**config.mk**
```make
export PLATFORM = sky130hd
export DESIGN_NAME = btb_file
export DESIGN_NICKNAME = d
export VERILOG_FILES = /design/src/rtl/btb_file_pkg.sv /design/src/rtl/btb_file_flush_ctrl.sv /design/src/rtl/btb_file.sv
export SDC_FILE = /design/constraint.sdc
export NUM_CORES = 2
export LEC_CHECK = 0
export ABC_AREA = 0
export CAP_MARGIN = 0
export CORE_UTILIZATION = 55
export CTS_BUF_LIST = sky130_fd_sc_hd__clkbuf_8
export DETAILED_ROUTE_END_ITERATION = 8
export PLACE_DENSITY = 0.83
export SYNTH_ARGS = -nofsm -noshare
export SYNTH_HDL_FRONTEND = slang
export SYNTH_SLANG_ARGS = --single-unit
export TNS_END_PERCENT = 30
```
**constraint.sdc**
```tcl
create_clock -name clk -period 6.6 [get_ports clk]
set_input_delay 1.65 -clock clk [delete_from_list [all_inputs] [get_ports clk]]
set_output_delay 1.65 -clock clk [all_outputs]
set_load 0.01 [all_outputs]
```
**src/rtl/btb_file_pkg.sv**
```systemverilog
// Shared BTB geometry, valid-bit positions and flush FSM encodings.
package btb_file_pkg;
  localparam int BTB_SETS  = 8;
  localparam int BTB_SET_W = 128;
  localparam int VALID1    = 127;
  localparam int VALID2    = 63;

  typedef enum logic {
    ST_IDLE  = 1'b0,
    ST_SWEEP = 1'b1
  } flush_state_e;
endpackage

```
**src/rtl/btb_file_flush_ctrl.sv**
```systemverilog
// Invalidate-sweep sequencer: walks every set once, one per cycle, after a flush request.
module btb_flush_ctrl
  import btb_file_pkg::*;
#(
  parameter int NUM_SETS = BTB_SETS
) (
  input  logic                        clk,
  input  logic                        rst_n,
  input  logic                        flush_all,
  output logic                        busy,
  output logic                        sweep_en,
  output logic [$clog2(NUM_SETS)-1:0] sweep_idx
);
  localparam int IDX_W = $clog2(NUM_SETS);

  flush_state_e     r_state;
  logic [IDX_W-1:0] r_cnt;
  logic             r_busy;

  // flush_all is only sampled in IDLE, so a request mid-sweep cannot restart it
  always_ff @(posedge clk or negedge rst_n) begin
    if (!rst_n) begin
      r_state <= ST_IDLE;
      r_cnt   <= '0;
      r_busy  <= 1'b0;
    end else begin
      case (r_state)
        ST_IDLE: begin
          if (flush_all) begin
            r_state <= ST_SWEEP;
            r_cnt   <= '0;
            r_busy  <= 1'b1;
          end
        end
        ST_SWEEP: begin
          r_cnt <= r_cnt + 1'b1;
          if (r_cnt == IDX_W'(NUM_SETS - 1)) begin
            r_state <= ST_IDLE;
            r_busy  <= 1'b0;
            r_cnt   <= '0;
          end
        end
        default: r_state <= ST_IDLE;
      endcase
    end
  end

  assign busy      = r_busy;
  assign sweep_en  = r_busy;
  assign sweep_idx = r_cnt;
endmodule

```
**src/rtl/btb_file.sv**
```systemverilog
// Flop-based 2-way BTB set file with write-to-read forwarding and a sequential invalidate sweep.
module btb_file
  import btb_file_pkg::*;
#(
  parameter int NUM_SETS = BTB_SETS,
  parameter int SET_W    = BTB_SET_W
) (
  input  logic                        clk,
  input  logic                        rst_n,
  input  logic [$clog2(NUM_SETS)-1:0] read_index,
  output logic [SET_W-1:0]            read_set,
  input  logic [$clog2(NUM_SETS)-1:0] update_index,
  output logic [SET_W-1:0]            update_set,
  output logic [NUM_SETS-1:0]         LRU,
  input  logic                        write_en,
  input  logic [SET_W-1:0]            write_set,
  input  logic                        next_LRU_write,
  input  logic                        flush_all,
  output logic                        busy
);
  localparam int IDX_W = $clog2(NUM_SETS);
  localparam logic [SET_W-1:0] VMASK =
    ~((SET_W'(1) << VALID1) | (SET_W'(1) << VALID2));

  logic [NUM_SETS-1:0][SET_W-1:0] r_sets;
  logic [NUM_SETS-1:0]            r_lru;

  logic             w_busy, w_sweep_en, w_wr, w_fwd;
  logic [IDX_W-1:0] w_sweep_idx;
  logic [SET_W-1:0] w_rd_raw, w_up_raw;

  btb_flush_ctrl #(.NUM_SETS(NUM_SETS)) u_flush (
    .clk       (clk),
    .rst_n     (rst_n),
    .flush_all (flush_all),
    .busy      (w_busy),
    .sweep_en  (w_sweep_en),
    .sweep_idx (w_sweep_idx)
  );

  assign w_wr = write_en & ~w_busy;

  // Sweep has priority; while it runs w_wr is already low, so there is never a same-set collision
  always_ff @(posedge clk or negedge rst_n) begin
    if (!rst_n) begin
      r_sets <= '0;
      r_lru  <= '0;
    end else begin
      for (int i = 0; i < NUM_SETS; i++) begin
        if (w_sweep_en && w_sweep_idx == IDX_W'(i)) begin
          r_sets[i][VALID1] <= 1'b0;
          r_sets[i][VALID2] <= 1'b0;
          r_lru[i]          <= 1'b0;
        end else if (w_wr && update_index == IDX_W'(i)) begin
          r_sets[i] <= write_set;
          r_lru[i]  <= next_LRU_write;
        end
      end
    end
  end

  // update_set deliberately has no bypass: it feeds the merge logic that produces write_set
  assign w_fwd    = w_wr && (read_index == update_index);
  assign w_rd_raw = w_fwd ? write_set : r_sets[read_index];
  assign w_up_raw = r_sets[update_index];

  assign read_set   = w_busy ? (w_rd_raw & VMASK) : w_rd_raw;
  assign update_set = w_busy ? (w_up_raw & VMASK) : w_up_raw;
  assign LRU        = r_lru;
  assign busy       = w_busy;
endmodule

```
==> key figures <==
Run status
  • Outcome: finished, final reports clean

Yosys
  • Syn Nets: roughly 3500
  • Count of cell types in the netlist: 37
  • Synthesized area: between 50000 and 60000 sq um
  • Synth warn: 0
  • Post-synthesis instance total: 3350
  • Register area share after synthesis: 46.3%
  • Mean area per synthesized cell: about 17 sq um
  • #FFs+latches synth: ~1000

STA
  • TNS Setup: 0 ns
  • Hold slack: about 0.50 ns
  • RSZ-0062 raised after global routing: no
  • Clock period minus worst slack: ~5.7 ns
  • Max_slew headroom: 26.3%
  • Final Hold Fails: 0
  • Tcrit/Tclk final: 86.7%
  • Worst setup margin: just under 0.9 ns
  • Fmax: roughly 170 MHz
  • Worst-margin pin slew: 1.10 ns
  • Setup-failing EPs final: 0
  • Slew Viols, Final: 0
  • Worst-case clock skew: 0.0382 ns

Power
  • Static Leak: around 28 nW
  • Power Dens Cells: approximately 430 nW/um^2
  • Final total power: about 28 mW
  • Maximum vdd drop: between 0.0002 and 0.0003 V

Global route
  • Gr ovfl total: 0
  • Vias in the first global route: roughly 36000
  • Initial antenna violation count: 10
  • GRT Util Overall: a little over a quarter
  • First-pass GRT wire length: 212000 um
  • Largest net degree at the start of global routing: roughly 170

Cells and area
  • Layout cells sized above 1: about half
  • Nets: a little under 4000
  • Area Overhead vs Synth: 15.7%
  • Final Util: between 60% and 70%
  • Non-Filler Instances: around 5200
  • Design area: 64800 sq um

Critical path
  • FF-to-FF End: r_sets[539]
  • Reg-to-Reg Start: u_flush.busy
  • Worst-case reg-to-reg path depth: 4
  • Reg2reg setup slack: ~3.7 ns
  • Worst EP required: between 4 and 5 ns
  • Worst Path Max Fanout: 37
  • Setup CP Type: in -> out
  • Critical Path Source Type: input port
  • Crit. End Element: output port
  • Critical path arrival: approximately 4.1 ns

Clocking
  • Hold buffer count at CTS: 0
  • Clk pin slew, worst setup/hold paths: 0.06 ns
  • Post-CTS setup buffers: 0
  • CTS resizes: 0
  • Clk root buf: clkbuf_8
  • CTS sink cnt: ~1000
  • Num CTS Buffers: between 150 and 200
  • Clk_lat worst skew: approximately 0.87 ns
  • H-tree levels: 4
  • Max clock buf depth: 3
  • CTS tree: built

Floorplanning
  • Core area: roughly 100000 sq um
  • IO Pins: 404
  • # rows: 116
  • Initial Utilization: a little under three fifths
  • Die footprint: between 100000 and 150000 sq um
  • Die width: ~320 um
  • Die Ht: approximately 320 um

Hold path
  • Hold Path Sink: r_sets[876]
  • Hold crit path type: reg -> reg
  • Hold path depth: 1
  • HP Start: r_sets[876]

Detailed routing
  • DR vias: around 33000
  • Mean number of vias per cell: between 6 and 7
  • Total length of routed wires: between 100000 and 150000 um
  • Drt first pass iters: 5
  • # DRC: 0
  • Initial detailed-routing violation count: 2133
  • Routed length per instance: about 26 um
  • Antenna Nets Post-Route: 0

Place
  • Pre-CTS setup slack: slightly below 0.9 ns
  • Dpl hpwl: approximately 80000 um
  • DP Area: about 61000 sq um
  • GP Congestion: just under 0.8
  • PortBufs: ~400
  • Placed cells: 4917

Run
  • Total of max-cap violations: 0
[critical path, stage by stage]
cell,delay (ns)
clkdlybuf4s50_1,0.56
nor2b_1,0.19
nand4_1,0.25
buf_12,0.26
buf_12,0.20
mux2_4,0.35
clkdlybuf4s50_1,0.50
[sequential cells by signal, indices dropped and copies added (netlist names)]
| register | cells |
|---|---|
| LRU | 8 |
| r_sets | 1024 |
| u_flush.busy | 1 |
| u_flush.r_state | 1 |
| u_flush.sweep_idx | 3 |
[area by class of cell]
| type | count | area, sq um |
|---|---|---|
| Fill cell | 7167 | 35600 |
| Multi-Input combinational cell | 2033 | 28400 |
| Sequential cell | 1037 | 25900 |
| Timing Repair Buffer | 485 | 5140 |
| Clock buffer | 219 | 3010 |
| Tap cell | 1357 | 1700 |
| Clock inverter | 89 | 538 |
| Inverter | 5 | 18.8 |
| Antenna cell | 6 | 15.0 |
[cells in the mapped netlist]
| library cell | number | area [sq um] |
|---|---|---|
| inv_1 | 5 | 18.8 |
| buf_1 | 23 | 86.3 |
| nor2_2 | 3 | 18.8 |
| o31ai_1 | 2 | 15.0 |
| or2_2 | 1 | 6.26 |
| and2_1 | 3 | 18.8 |
| buf_8 | 1 | 15.0 |
| nand2b_1 | 2 | 12.5 |
| xnor2_1 | 3 | 26.3 |
| nor3b_2 | 1 | 12.5 |
| clkbuf_1 | 84 | 315 |
| buf_12 | 22 | 440 |
| nor2_4 | 1 | 11.3 |
| mux2i_1 | 4 | 40.0 |
| nor2b_1 | 3 | 18.8 |
| or3_1 | 1 | 6.26 |
| ha_1 | 6 | 75.1 |
| a21oi_1 | 26 | 130 |
| dfrtp_1 | 1037 | 25900 |
| buf_2 | 129 | 646 |
| and3b_1 | 1 | 8.76 |
| nand4_1 | 1 | 6.26 |
| nand3b_1 | 1 | 7.51 |
| nand2_2 | 1 | 6.26 |
| or3b_1 | 1 | 8.76 |
| mux2_1 | 274 | 3090 |
| mux4_2 | 512 | 11500 |
| o22ai_1 | 3 | 18.8 |
| nand2_1 | 12 | 45.0 |
| mux2_4 | 126 | 1890 |
| a41o_1 | 1 | 10.0 |
| mux2_2 | 986 | 11100 |
| nor2_1 | 9 | 33.8 |
| nand3_1 | 24 | 120 |
| buf_6 | 4 | 45.0 |
| buf_4 | 12 | 90.1 |
| o21ai_0 | 25 | 125 |
[per-layer routing]
layer / track usage [%] / vias to the layer above / wire length (um)
met1: 36.3 / 18117 / 55900
met3: 6.09 / 223 / 9280
met5: 0 / - / 78
met4: 8.87 / 14 / 3150
met2: 43.7 / 1075 / 67300
li1: - / 13902 / -
[logic make-up after synthesis]
| group | synth area share, % |
|---|---|
| compound gates | 0.534 |
| simple gates | 0.610 |
| fa+ha+maj | 0.134 |
| buf+inv | 2.96 |
| flops | 46.3 |
| xor+xnor | 0.0469 |
| mux | 49.4 |
[how the worst max path moves through the flow]
stage / startpoint / endpoint / cells after the start
6_report: write_en / read_set[32] / 7
5_1_grt: read_index[0] / read_set[9] / 6
4_1_cts: read_index[0] / read_set[34] / 6
3_5_place_dp: read_index[0] / read_set[20] / 6
3_3_place_gp: read_index[0] / read_set[36] / 6
2_1_floorplan: update_index[0] / update_set[79] / 5
[cells in the final DEF (no fill, tap or decap), types with 2 or more instances in the layout]
master	count
buf_4	45
nand2_1	8
o31ai_1	2
inv_8	4
o21ai_0	25
buf_8	5
mux4_2	512
mux2_1	274
nor2_4	4
clkinvlp_4	4
nor2_1	8
inv_1	54
mux2_4	126
nor2b_1	3
dfrtp_1	1037
mux2i_1	4
buf_6	2
clkbuf_8	219
nand2_4	4
inv_6	2
nand2b_1	2
ha_1	6
mux2_2	986
clkdlybuf4s50_1	396
nand3_1	24
a21oi_1	26
bufinv_16	4
diode_2	6
o22ai_1	3
and2_1	3
buf_12	37
clkinv_2	25
xnor2_1	3
[report_power, final]
part	total, mW	switching (mW)	internal, mW	leakage, nW
Clock	5.79	2.65	3.15	2.03
Sequential	11.6	2.20	9.44	13.1
Combinational	10.6	3.40	7.17	13.0
Total	28.0	8.24	19.8	28.1
Note: power is estimated with default switching activity, not from simulation.
